File: config.mk
export PLATFORM = sky130hd
export DESIGN_NAME = crtc_flat
export DESIGN_NICKNAME = d
export VERILOG_FILES = /design/src/rtl/crtc_pkg.sv /design/src/rtl/crtc_if.sv /design/src/rtl/crtc_regs.sv /design/src/rtl/crtc.sv /design/src/flat_wrapper.sv
export SDC_FILE = /design/constraint.sdc
export NUM_CORES = 1
export LEC_CHECK = 0
export ABC_CLOCK_PERIOD_IN_PS = 2740
export CORE_MARGIN = 3
export CORE_UTILIZATION = 35
export CTS_CLUSTER_DIAMETER = 150
export DETAILED_ROUTE_END_ITERATION = 12
export GPL_TIMING_DRIVEN = 0
export PLACE_DENSITY = 0.51
export SLEW_MARGIN = 0
export SYNTH_ARGS = -nofsm -noshare
export SYNTH_HDL_FRONTEND = slang
export SYNTH_HIERARCHICAL = 1
export SYNTH_SLANG_ARGS = --single-unit
File: constraint.sdc
create_clock -name clock -period 2.74 [get_ports clock]
set_input_delay 0.274 -clock clock [delete_from_list [all_inputs] [get_ports clock]]
set_output_delay 0.274 -clock clock [all_outputs]
set_load 0.1 [all_outputs]
File: src/rtl/crtc_pkg.sv
// Shared definitions for the 6845-style CRT timing generator: register
// indices, reset defaults, counter widths and the programmed-register bundle.
package crtc_pkg;

  localparam int HC_W = 8;
  localparam int RC_W = 5;
  localparam int VC_W = 7;
  localparam int AC_W = 5;
  localparam int SC_W = 4;
  localparam int AR_W = 5;

  localparam logic [AR_W-1:0] R_HTOTAL   = 5'd0;
  localparam logic [AR_W-1:0] R_HDISP    = 5'd1;
  localparam logic [AR_W-1:0] R_HSYNCPOS = 5'd2;
  localparam logic [AR_W-1:0] R_SYNCW    = 5'd3;
  localparam logic [AR_W-1:0] R_VTOTAL   = 5'd4;
  localparam logic [AR_W-1:0] R_VADJ     = 5'd5;
  localparam logic [AR_W-1:0] R_VDISP    = 5'd6;
  localparam logic [AR_W-1:0] R_VSYNCPOS = 5'd7;
  localparam logic [AR_W-1:0] R_MAXRAS   = 5'd9;
  localparam logic [AR_W-1:0] R_STARTH   = 5'd12;
  localparam logic [AR_W-1:0] R_STARTL   = 5'd13;

  typedef struct packed {
    logic [HC_W-1:0] htotal;
    logic [HC_W-1:0] hdisp;
    logic [HC_W-1:0] hsyncpos;
    logic [7:0]      syncw;
    logic [VC_W-1:0] vtotal;
    logic [AC_W-1:0] vadj;
    logic [VC_W-1:0] vdisp;
    logic [VC_W-1:0] vsyncpos;
    logic [RC_W-1:0] maxras;
    logic [5:0]      starth;
    logic [7:0]      startl;
  } crtc_regs_t;

  localparam logic [HC_W-1:0] DEF_HTOTAL   = 8'd63;
  localparam logic [HC_W-1:0] DEF_HDISP    = 8'd32;
  localparam logic [HC_W-1:0] DEF_HSYNCPOS = 8'd40;
  localparam logic [7:0]      DEF_SYNCW    = 8'h35;
  localparam logic [VC_W-1:0] DEF_VTOTAL   = 7'd38;
  localparam logic [AC_W-1:0] DEF_VADJ     = 5'd6;
  localparam logic [VC_W-1:0] DEF_VDISP    = 7'd32;
  localparam logic [VC_W-1:0] DEF_VSYNCPOS = 7'd35;
  localparam logic [RC_W-1:0] DEF_MAXRAS   = 5'd7;

  localparam crtc_regs_t REGS_DEFAULT = '{
    htotal:   DEF_HTOTAL,
    hdisp:    DEF_HDISP,
    hsyncpos: DEF_HSYNCPOS,
    syncw:    DEF_SYNCW,
    vtotal:   DEF_VTOTAL,
    vadj:     DEF_VADJ,
    vdisp:    DEF_VDISP,
    vsyncpos: DEF_VSYNCPOS,
    maxras:   DEF_MAXRAS,
    starth:   6'd0,
    startl:   8'd0
  };

  // Units still to run after the first sync unit; width code 0 means 16,
  // which the 4-bit wrap of w-1 gives for free.
  function automatic logic [SC_W-1:0] sync_left(input logic [SC_W-1:0] w);
    return w - SC_W'(1);
  endfunction

endpackage

File: src/rtl/crtc_if.sv
// CPU access port of the CRT controller: address/data register pair
// with a combinational read-back path.
interface crtc_if;
  logic       cs;
  logic       rs;
  logic       wr;
  logic [7:0] di;
  logic [7:0] dout;

  modport master (output cs, output rs, output wr, output di, input dout);
  modport slave  (input cs, input rs, input wr, input di, output dout);
endinterface

File: src/rtl/crtc_regs.sv
// Address/data register file with reset defaults; only the start address
// registers are readable.
module crtc_regs
  import crtc_pkg::*;
(
  input  logic       clock,
  input  logic       nreset,
  crtc_if.slave      bus,
  output crtc_regs_t o_regs
);

  logic [AR_W-1:0] r_addr;
  crtc_regs_t      r_regs;
  logic            w_wr_addr;
  logic            w_wr_data;

  assign w_wr_addr = bus.cs & bus.wr & ~bus.rs;
  assign w_wr_data = bus.cs & bus.wr & bus.rs;

  always_ff @(posedge clock or negedge nreset) begin
    if (!nreset) begin
      r_addr <= '0;
      r_regs <= REGS_DEFAULT;
    end else begin
      if (w_wr_addr) begin
        r_addr <= bus.di[AR_W-1:0];
      end
      if (w_wr_data) begin
        case (r_addr)
          R_HTOTAL:   r_regs.htotal   <= bus.di;
          R_HDISP:    r_regs.hdisp    <= bus.di;
          R_HSYNCPOS: r_regs.hsyncpos <= bus.di;
          R_SYNCW:    r_regs.syncw    <= bus.di;
          R_VTOTAL:   r_regs.vtotal   <= bus.di[VC_W-1:0];
          R_VADJ:     r_regs.vadj     <= bus.di[AC_W-1:0];
          R_VDISP:    r_regs.vdisp    <= bus.di[VC_W-1:0];
          R_VSYNCPOS: r_regs.vsyncpos <= bus.di[VC_W-1:0];
          R_MAXRAS:   r_regs.maxras   <= bus.di[RC_W-1:0];
          R_STARTH:   r_regs.starth   <= bus.di[5:0];
          R_STARTL:   r_regs.startl   <= bus.di;
          default:    ;
        endcase
      end
    end
  end

  assign bus.dout = (r_addr == R_STARTH) ? {2'b00, r_regs.starth} :
                    (r_addr == R_STARTL) ? r_regs.startl : 8'h00;

  assign o_regs = r_regs;

endmodule

File: src/rtl/crtc.sv
// Character-based CRT timing generator: horizontal/vertical counters, sync
// generation and registered video-timing outputs, advanced on the char enable.
module crtc
  import crtc_pkg::*;
#(
  parameter int MAW = 14,
  parameter int RAW = 5
) (
  input  logic           clock,
  input  logic           nreset,
  input  logic           i_ce,
  crtc_if.slave          bus,
  output logic [MAW-1:0] o_ma,
  output logic [RAW-1:0] o_ra,
  output logic           o_de,
  output logic           o_hsync,
  output logic           o_vsync,
  output logic           o_frame
);

  crtc_regs_t w_regs;

  crtc_regs u_regs (
    .clock  (clock),
    .nreset (nreset),
    .bus    (bus),
    .o_regs (w_regs)
  );

  logic [HC_W-1:0] r_hc;
  logic [RC_W-1:0] r_rc;
  logic [VC_W-1:0] r_vc;
  logic [AC_W-1:0] r_ac;
  logic [MAW-1:0]  r_mrow;
  logic            r_inadj;
  logic [SC_W-1:0] r_hsc;
  logic [SC_W-1:0] r_vsc;
  logic            r_hs_act;
  logic            r_vs_act;

  logic            w_line_end;
  logic            w_frame_end;
  logic [RC_W-1:0] w_rc_next;
  logic [VC_W-1:0] w_vc_next;
  logic [AC_W-1:0] w_ac_next;
  logic [MAW-1:0]  w_mrow_next;
  logic            w_inadj_next;
  logic [MAW-1:0]  w_start;
  logic            w_hs_start;
  logic            w_hsync;
  logic            w_vs_start;
  logic            w_vsync;
  logic [SC_W-1:0] w_vsc_cur;

  // A reprogrammed R0 below hc is caught by the 8-bit wrap, which also ends the line.
  assign w_line_end = (r_hc == w_regs.htotal) || (r_hc == 8'hFF);
  assign w_start    = MAW'({w_regs.starth, w_regs.startl});

  always_comb begin
    w_rc_next    = r_rc;
    w_vc_next    = r_vc;
    w_ac_next    = r_ac;
    w_mrow_next  = r_mrow;
    w_inadj_next = r_inadj;
    w_frame_end  = 1'b0;
    if (w_line_end) begin
      if (r_inadj) begin
        w_ac_next = r_ac + 5'd1;
        if (r_ac == w_regs.vadj - 5'd1) w_frame_end = 1'b1;
      end else if (r_rc == w_regs.maxras) begin
        w_rc_next   = '0;
        w_mrow_next = r_mrow + MAW'(w_regs.hdisp);
        if (r_vc == w_regs.vtotal) begin
          if (w_regs.vadj == '0) begin
            w_frame_end = 1'b1;
          end else begin
            w_inadj_next = 1'b1;
            w_ac_next    = '0;
          end
        end else begin
          w_vc_next = r_vc + 7'd1;
        end
      end else begin
        w_rc_next = r_rc + 5'd1;
      end
      if (w_frame_end) begin
        w_vc_next    = '0;
        w_rc_next    = '0;
        w_ac_next    = '0;
        w_inadj_next = 1'b0;
        w_mrow_next  = w_start;
      end
    end
  end

  assign w_hs_start = (r_hc == w_regs.hsyncpos);
  assign w_hsync    = w_hs_start | r_hs_act;
  assign w_vs_start = (r_hc == '0) && (r_vc == w_regs.vsyncpos) && (r_rc == '0) && !r_vs_act;
  assign w_vsync    = w_vs_start | r_vs_act;
  assign w_vsc_cur  = w_vs_start ? sync_left(w_regs.syncw[7:4]) : r_vsc;

  always_ff @(posedge clock or negedge nreset) begin
    if (!nreset) begin
      r_hc    <= '0;
      r_rc    <= '0;
      r_vc    <= '0;
      r_ac    <= '0;
      r_mrow  <= '0;
      r_inadj <= 1'b0;
    end else if (i_ce) begin
      r_hc    <= w_line_end ? '0 : r_hc + 8'd1;
      r_rc    <= w_rc_next;
      r_vc    <= w_vc_next;
      r_ac    <= w_ac_next;
      r_mrow  <= w_mrow_next;
      r_inadj <= w_inadj_next;
    end
  end

  always_ff @(posedge clock or negedge nreset) begin
    if (!nreset) begin
      r_hsc    <= '0;
      r_vsc    <= '0;
      r_hs_act <= 1'b0;
      r_vs_act <= 1'b0;
    end else if (i_ce) begin
      if (w_hs_start) begin
        r_hsc    <= sync_left(w_regs.syncw[3:0]);
        r_hs_act <= (w_regs.syncw[3:0] != 4'd1);
      end else if (r_hs_act) begin
        r_hsc    <= r_hsc - 4'd1;
        r_hs_act <= (r_hsc != 4'd1);
      end
      // Vertical sync counts whole lines; the remaining count drops at each line end.
      r_vs_act <= w_vsync && !(w_line_end && (w_vsc_cur == '0));
      r_vsc    <= w_line_end ? w_vsc_cur - 4'd1 : w_vsc_cur;
    end
  end

  always_ff @(posedge clock or negedge nreset) begin
    if (!nreset) begin
      o_ma    <= '0;
      o_ra    <= '0;
      o_de    <= 1'b0;
      o_hsync <= 1'b0;
      o_vsync <= 1'b0;
      o_frame <= 1'b0;
    end else if (i_ce) begin
      o_ma    <= r_mrow + MAW'(r_hc);
      o_ra    <= RAW'(r_inadj ? r_ac : r_rc);
      o_de    <= (r_hc < w_regs.hdisp) && (r_vc < w_regs.vdisp) && !r_inadj;
      o_hsync <= w_hsync;
      o_vsync <= w_vsync;
      o_frame <= (r_hc == '0) && (r_vc == '0) && (r_rc == '0) && !r_inadj;
    end
  end

endmodule

File: src/flat_wrapper.sv
// flat-port wrapper written by rule: the top's interface ports become plain ports
module crtc_flat import crtc_pkg::*;
#(
  parameter int MAW = 14,
  parameter int RAW = 5
)
  (clock, nreset, i_ce, o_ma, o_ra, o_de, o_hsync, o_vsync, o_frame, bus_cs, bus_rs, bus_wr, bus_di, bus_dout);
  crtc_if bus_i ();
  input  logic clock;
  input  logic nreset;
  input  logic i_ce;
  output logic [MAW-1:0] o_ma;
  output logic [RAW-1:0] o_ra;
  output logic o_de;
  output logic o_hsync;
  output logic o_vsync;
  output logic o_frame;
  input wire logic [$bits(bus_i.cs)-1:0] bus_cs;
  input wire logic [$bits(bus_i.rs)-1:0] bus_rs;
  input wire logic [$bits(bus_i.wr)-1:0] bus_wr;
  input wire logic [$bits(bus_i.di)-1:0] bus_di;
  output wire logic [$bits(bus_i.dout)-1:0] bus_dout;
  assign bus_i.cs = bus_cs;
  assign bus_i.rs = bus_rs;
  assign bus_i.wr = bus_wr;
  assign bus_i.di = bus_di;
  assign bus_dout = bus_i.dout;
  crtc #(.MAW(MAW), .RAW(RAW)) u_core (.clock(clock), .nreset(nreset), .i_ce(i_ce), .bus(bus_i), .o_ma(o_ma), .o_ra(o_ra), .o_de(o_de), .o_hsync(o_hsync), .o_vsync(o_vsync), .o_frame(o_frame));
endmodule
==> metrics.yaml, run 1 <==
outcome: "complete, no violations"
via_count_of_the_first_global_routing_pass: 6299
crit_path_end_kind: "flip-flop"
clkLatencyLatePin_ns: 0.42
synth_area_in_compound_gates_pct: 11.0
synthSimpleGateAreaFrac_pct: 13.0
numClockSinks: 155
global_route.overflow_total: 0
hpwlAfterDp_mm: 16.7
ys_dominant_reg_cell: "sky130_fd_sc_hd__dfrtp_1"
final.period_utilization_pct: 97.0
yosys.area_share.adder_pct: 6.68
worst_path_cell_with_the_longest_stage_delay: "sky130_fd_sc_hd__dfrtp_2"
design.die.area_um2: 27200
synth_most_common_cell: "sky130_fd_sc_hd__dfrtp_1"
antenna_found_initial: 2
synth_sequential_area_ratio_pct: 44.2
syn_avg_cell_area_um2: 10.6
finish.cell_count_without_fillers: 1250
detail_route.wl_per_cell_um: 19.0
power.switching_mw: 3.46
power.switching_fraction_pct: 37.9
grt_first_pass_wirelength_mm: 37.1
clk_pin_slew_worst_paths_ns: 0.07
synth_commonest_cells: "sky130_fd_sc_hd__dfrtp_1, sky130_fd_sc_hd__mux2_2, sky130_fd_sc_hd__a21oi_1"
netlist_top_cells_area: "sky130_fd_sc_hd__dfrtp_1, sky130_fd_sc_hd__mux2_2, sky130_fd_sc_hd__dfstp_2"
routed-via-count: 6491
clock_share_of_power_pct: 26.6
post_synth_mux_area_share_pct: 14.4
summed_instance_area_of_the_synthesized_netlist_um2: 8840
area_growth_pct: 18.5
gp_congestion: 0.812
core_um2: 24600
worst-slew-pin-transition_ns: 1.04
cp_common_cell: "sky130_fd_sc_hd__ha_1"
cts_tree: "done"
synthesis.instances: 835
global_route.usage.total_pct: 18.1
timing.max_slew.rel_slack_pct: 30.7
drt_drc_violations_left: 0
initial_core_util_pct: 35.9
ioPinCount: 45
dr.pass1.iters: 5
post_synthesis_xor_xnor_area_fraction_pct: 6.64
numCtsBuffers: 17
final_layout_size_suffix_gt1_share_pct: 23.2
seqPwrFrac_pct: 36.6
ys_seq_elements: 155
finalCriticalPeriod_ns: 2.66
drt_first_iter_violations: 444
finClkSkew_ns: 0.00988
finalPower_mw: 9.14
leakage_nw: 4.64
viasPerCell: 5.19
syn_nets: 895
setup-tns-final_ns: 0
postSynth.asyncResetShare_pct: 100
combinational_family_with_the_most_area_after_synthesis: "multiplexers"
timing.max_cap.violations: 0
synth_top_area_share_pct: 36.8
max_freq_ghz: 0.376
totalWireLength_mm: 23.8
critical_path_peak_fanout: 7
slowest_delay_ns: 0.44
synth_top_cell_by_area: "sky130_fd_sc_hd__dfrtp_1"
critical_path_required_ns: 3.00
placement.io_buffers: 43
ant_nets: 0
synth_edf_count: 0
intPower_mw: 5.68
finalCoreUtilization_pct: 42.6
std_cell_rows: 57
rsz_0062_raised_after_global_routing: "yes"
synth_warnings: 6
grt_max_degree: 92
crit_buf_inv: 3
ctsHtreeMaxLevel: 4
cp-start-kind: "flip-flop"
timing.setup.critical_path_class: "flip-flop to flip-flop"
synth.distinct_cells: 73
dieHeight_um: 165
family_with_the_most_delay_on_the_worst_path: "simple AND/OR/NAND/NOR gates"
slew_violations: 0
num_antenna_cells: 0
cts_max_path_buffers: 2
power-per-cell-area_nw_per_um2: 873
finalSetupViolations: 0
hold_path.class: "input port to asynchronous set/reset pin"
worst_hold_slack_ns: 0.462
setup.reg_to_reg.worst_slack_ns: 0.08
ir_worst_vdd_mv: 0.379
placed_cells: 1203
power_frac_comb_pct: 36.7
crit_path_cell_trace: "inv_2, ha_1, nor4bb_1, and3_2, and3_4, nor2b_2, buf_6, nor2_1, a21oi_2, inv_1, ha_1, nand2_1, o21ai_1, a21oi_1"
final_net_count: 973
critPathArrivalTime_ns: 2.92
finalHoldViolations: 0
clk_root_buffer_cell: "sky130_fd_sc_hd__clkbuf_16"
die_w_um: 165
==> flip-flops by register name, indices dropped and copies added (netlist names) <==
signal and count:
u_core/u_regs/o_regs 77, u_core/o_ma 14, u_core/r_mrow 14, u_core/r_hc 8, u_core/r_vc 7, u_core/o_ra 5
u_core/r_ac 5, u_core/r_rc 5, u_core/u_regs/r_addr 5, u_core/r_hsc 4, u_core/r_vsc 4, u_core/o_de 1
u_core/o_frame 1, u_core/o_hsync 1, u_core/o_vsync 1, u_core/r_hs_act 1, u_core/r_inadj 1, u_core/r_vs_act 1
==> logic make-up after synthesis <==
logic type,after synthesis
AO/OA/AOI/OAI,153
XOR/XNOR,67
adder cells (fa/ha/maj),46
buffers and inverters,84
flip-flops,155
multiplexers,116
AND/OR/NAND/NOR,214
==> repair_timing <==
action | 4_1_cts | 5_1_grt
hold buffers | 1 | 0
setup buffers | 4 | 9
pin swaps | 1 | 3
hold endpoints to repair | 76 | 0
cloned | 0 | 1
gates resized for setup | 20 | 18
setup endpoints to repair | 39 | 25
==> metal layers <==
metal	wire length [um]	up-vias	GRT usage [%]	part of all wire (%)
li1	-	3127	-	-
met1	12300	3209	27.6	52
met2	10300	142	26.4	43
met3	914	13	3.19	3.8
met4	285	0	4.35	1.2
met5	0	-	0	0
==> worst register-to-register path, stage by stage (launching register included) <==
cell and delay, ns:
sky130_fd_sc_hd__dfrtp_2 0.44, sky130_fd_sc_hd__inv_2 0.09, sky130_fd_sc_hd__ha_1 0.16, sky130_fd_sc_hd__nor4bb_1 0.25
sky130_fd_sc_hd__and3_2 0.28, sky130_fd_sc_hd__and3_4 0.25, sky130_fd_sc_hd__nor2b_2 0.17, sky130_fd_sc_hd__buf_6 0.13
sky130_fd_sc_hd__nor2_1 0.05, sky130_fd_sc_hd__a21oi_2 0.13, sky130_fd_sc_hd__inv_1 0.07, sky130_fd_sc_hd__ha_1 0.27
sky130_fd_sc_hd__nand2_1 0.04, sky130_fd_sc_hd__o21ai_1 0.09, sky130_fd_sc_hd__a21oi_1 0.08
==> placed cells by master (no fill, tap or decap), types with 33 or more instances in the layout <==
cell type / Yosys / layout
sky130_fd_sc_hd__xnor2_1: 33 / 33
sky130_fd_sc_hd__a21oi_1: 56 / 54
sky130_fd_sc_hd__inv_1: 45 / 43
sky130_fd_sc_hd__nor2_1: 55 / 55
sky130_fd_sc_hd__clkdlybuf4s50_1: 0 / 34
sky130_fd_sc_hd__ha_1: 44 / 43
sky130_fd_sc_hd__mux2_2: 85 / 85
sky130_fd_sc_hd__nand2_1: 42 / 42
sky130_fd_sc_hd__dfrtp_1: 130 / 128
sky130_fd_sc_hd__xor2_1: 34 / 34
==> final cells by class <==
cell class | instances | area, um2
Clock buffer | 21 | 460
Sequential cell | 155 | 3910
Inverter | 45 | 171
Buffer | 39 | 210
Timing Repair Buffer | 59 | 567
Tap cell | 324 | 405
Fill cell | 2367 | 14100
Multi-Input combinational cell | 596 | 4610
Clock inverter | 11 | 144
==> metrics by stage <==
step | instance area, um2 | setup WS, ns
after detailed placement | 9710 | -0.416
after global routing | 10500 | -0.0459
after global placement | 9680 | -5.40
final | 10500 | 0.0822
after floorplan | 8840 | 0.265
after CTS | 10400 | -0.00203
==> worst paths after layout <==
check,from,cells past startpoint,endpoint
hold / removal,nreset,2,u_core/r_ac[2]
min in group clock,u_core/o_ma[4],1,u_core/o_ma[4]
setup / recovery,u_core/r_hc[0],14,u_core/r_vsc[1]
setup reg to reg,u_core/r_hc[0],14,u_core/r_vsc[1]
max in group asynchronous,nreset,3,u_core/u_regs/o_regs[24]
hold reg to reg,u_core/o_ma[4],1,u_core/o_ma[4]
==> power groups by stage <==
stage	logic [mW]	clock network (mW)	registers [mW]
finish	3.36	2.43	3.35
global route	3.70	2.61	3.42
CTS	3.34	2.49	3.36
detailed placement	3.27	0	3.40
global placement	3.24	0	3.40
floorplan	1.97	0	3.81
(Power assumes the default switching activity.)
==> run 2, diff against run 1 <==
--- a/config.mk
+++ b/config.mk
@@ -5,14 +5,13 @@
 export SDC_FILE = /design/constraint.sdc
 export NUM_CORES = 1
 export LEC_CHECK = 0
-export ABC_CLOCK_PERIOD_IN_PS = 2740
+export ABC_CLOCK_PERIOD_IN_PS = 2350
 export CORE_MARGIN = 3
 export CORE_UTILIZATION = 35
 export CTS_CLUSTER_DIAMETER = 150
 export DETAILED_ROUTE_END_ITERATION = 12
 export GPL_TIMING_DRIVEN = 0
-export PLACE_DENSITY = 0.51
-export SLEW_MARGIN = 0
+export PLACE_DENSITY = 0.53
 export SYNTH_ARGS = -nofsm -noshare
 export SYNTH_HDL_FRONTEND = slang
 export SYNTH_HIERARCHICAL = 1
==> constraint.sdc (replaced) <==
create_clock -name clock -period 2.35 [get_ports clock]
set_input_delay 0.235 -clock clock [delete_from_list [all_inputs] [get_ports clock]]
set_output_delay 0.235 -clock clock [all_outputs]
set_load 0.1 [all_outputs]
==> metrics.yaml, run 2 (synthesis results as in run 1) <==
outcome: "complete, but fails checks"
failed_checks: "negative setup slack"
timing.max_cap.violations: 0  # unchanged
placed_cells: 1203  # unchanged
global_route.overflow_total: 0  # unchanged
drt_first_iter_violations: 335  # -25%
finalHoldViolations: 0  # unchanged
worst_path_cell_with_the_longest_stage_delay: "sky130_fd_sc_hd__dfrtp_2"
crit_path_cell_trace: "inv_2, ha_4, nor4bb_4, and3_4, and3_4, nor2b_1, buf_4, mux2i_4, ha_2, nand2_2, xnor2_2, a21oi_2"
layout.cells.most_common_list: "sky130_fd_sc_hd__dfrtp_1, sky130_fd_sc_hd__mux2_2, sky130_fd_sc_hd__nor2_1"
finish.cell_count_without_fillers: 1278  # +2.2%
global_route.usage.total_pct: 18.4  # +0.34 points
crit_buf_inv: 2  # -1
clk_root_buffer_cell: "sky130_fd_sc_hd__clkbuf_16"
dieHeight_um: 165  # unchanged
design.die.area_um2: 27200  # unchanged
clkLatencyLatePin_ns: 0.43  # about the same
setup-tns-final_ns: -2.59  # -2.59 ns
hpwlAfterDp_mm: 16.9  # +0.95%
viasPerCell: 5.18  # -0.19%
finalCriticalPeriod_ns: 2.62  # -0.0353 ns
gp_congestion: 0.869  # +7.0%
std_cell_rows: 57  # unchanged
grt_max_degree: 84  # -8.7%
placement.io_buffers: 43  # unchanged
r2r_cells: 12  # -2
finalPower_mw: 10.9  # +20%
cts_max_path_buffers: 2  # unchanged
die_w_um: 165  # unchanged
crit_path_end_kind: "flip-flop"
family_with_the_most_delay_on_the_worst_path: "simple AND/OR/NAND/NOR gates"
worst_flop_to_flop_path_endpoint: "u_core/r_vsc[2]"
antenna_found_initial: 0  # -2
setup.reg_to_reg.worst_slack_ns: -0.27  # -0.35 ns
ioPinCount: 45  # unchanged
cp-start-kind: "flip-flop"
hold_path.class: "input port to asynchronous set/reset pin"
rsz_0062_raised_after_global_routing: "yes"
power-per-cell-area_nw_per_um2: 975  # +12%
ant_nets: 0  # unchanged
cts_tree: "done"
timing.setup.critical_path_class: "flip-flop to flip-flop"
commonest_non_fill_non_tap_cell_in_the_layout: "sky130_fd_sc_hd__dfrtp_1"
detail_route.wl_per_cell_um: 19.2  # +0.66%
totalWireLength_mm: 24.5  # +2.9%
final_net_count: 1001  # +2.9%
max_freq_ghz: 0.381  # +1.3%
dp_worst_setup_slack_ns: -0.860  # -0.444 ns
ctsHtreeMaxLevel: 4  # unchanged
num_antenna_cells: 0  # unchanged
final_layout_size_suffix_gt1_share_pct: 34.1  # +11 points
ir_worst_vdd_mv: 0.727  # +92%
cp_common_cell: "sky130_fd_sc_hd__and3_4"
final.period_utilization_pct: 112  # +15 points
area_growth_pct: 26.9
routed-via-count: 6624  # +2.0%
core_um2: 24600  # unchanged
worst-slew-pin-transition_ns: 0.980  # -0.0600 ns
largest_register_ffs: 77  # unchanged
drt_drc_violations_left: 0  # unchanged
leakage_nw: 4.88  # +5.1%
slew_violations: 0  # unchanged
r2r_start: "u_core/r_rc[0]"
initial_core_util_pct: 35.9  # unchanged
critical_path_peak_fanout: 5  # -2
timing.max_slew.rel_slack_pct: 34.5  # +3.8 points
critPathArrivalTime_ns: 2.90  # -0.02 ns
final_worst_slack_ns: -0.272  # -0.355 ns
dr.pass1.iters: 5  # unchanged
finClkSkew_ns: 0.00983  # -0.0000544 ns
numCtsBuffers: 17  # unchanged
finalCoreUtilization_pct: 45.6  # +3.0 points
via_count_of_the_first_global_routing_pass: 6634  # +5.3%
numClockSinks: 155  # unchanged
slowest_delay_ns: 0.44  # about the same
critical_path_required_ns: 2.63  # -0.37 ns
grt_first_pass_wirelength_mm: 38.0  # +2.2%
clk_pin_slew_worst_paths_ns: 0.06  # about the same
finalSetupViolations: 26  # +26
==> run 2: cell type report <==
cell class,count,area (um2)
fill,2333,13400
multi-input combinational,596,5030
sequential,155,3920
timing repair buffer,90,911
clock buffer,23,458
tap,324,405
buffer,36,233
inverter,45,171
clock inverter,9,100
==> run 2: worst max-delay path by stage <==
| stage | start | to | slack (ns) | cells past startpoint |
|---|---|---|---|---|
| finish | u_core/r_rc[0] | u_core/r_vsc[2] | -0.27 | 12 |
| global route | u_core/r_rc[0] | u_core/r_vsc[1] | -0.38 | 14 |
| CTS | u_core/r_hc[1] | u_core/r_vsc[1] | -0.31 | 14 |
| detailed placement | u_core/r_hc[1] | u_core/r_vsc[1] | -0.86 | 14 |
| global placement | nreset | u_core/r_hc[1] | -6.32 | 1 |
| floorplan | u_core/r_rc[0] | u_core/r_vsc[1] | 0.004 | 14 |
==> run 2: worst register-to-register path: cells and delay by family (launching register included) <==
kind,cells,cell delay [ns]
muxes,1,0.23
and+or+nand+nor,5,0.98
AOI/OAI and AO/OA,1,0.07
adders and majority gates,2,0.33
xor gates and xnor gates,1,0.17
buffers and inverters,2,0.25
DFF,1,0.44
==> run 2: through the flow <==
| stage | hold WS, ns | instance area, um2 |
|---|---|---|
| after floorplan | -0.0606 | 8870 |
| after global placement | 0.462 | 9700 |
| after detailed placement | 0.251 | 9740 |
| after CTS | 0.384 | 10900 |
| after global routing | 0.400 | 11200 |
| final | 0.344 | 11200 |
==> run 2: where the power goes <==
group	internal, mW	switching [mW]
sequential	3.34	0.609
combinational	1.79	2.53
clock	1.58	1.09
==> run 2: what timing repair did <==
item,4_1_cts,5_1_grt
pin swaps,17,33
cloned,3,0
setup endpoints to repair,54,61
setup buffers,32,13
gates resized for setup,96,102
hold buffers,1,0
hold endpoints to repair,52,0
==> run 2: metal layers <==
layer	routed length, um	track usage (%)	vias to the layer above
li1	-	-	3167
met1	11500	25.5	3346
met2	11900	30.3	98
met3	945	3.46	13
met4	199	3.55	0
met5	0	0	-
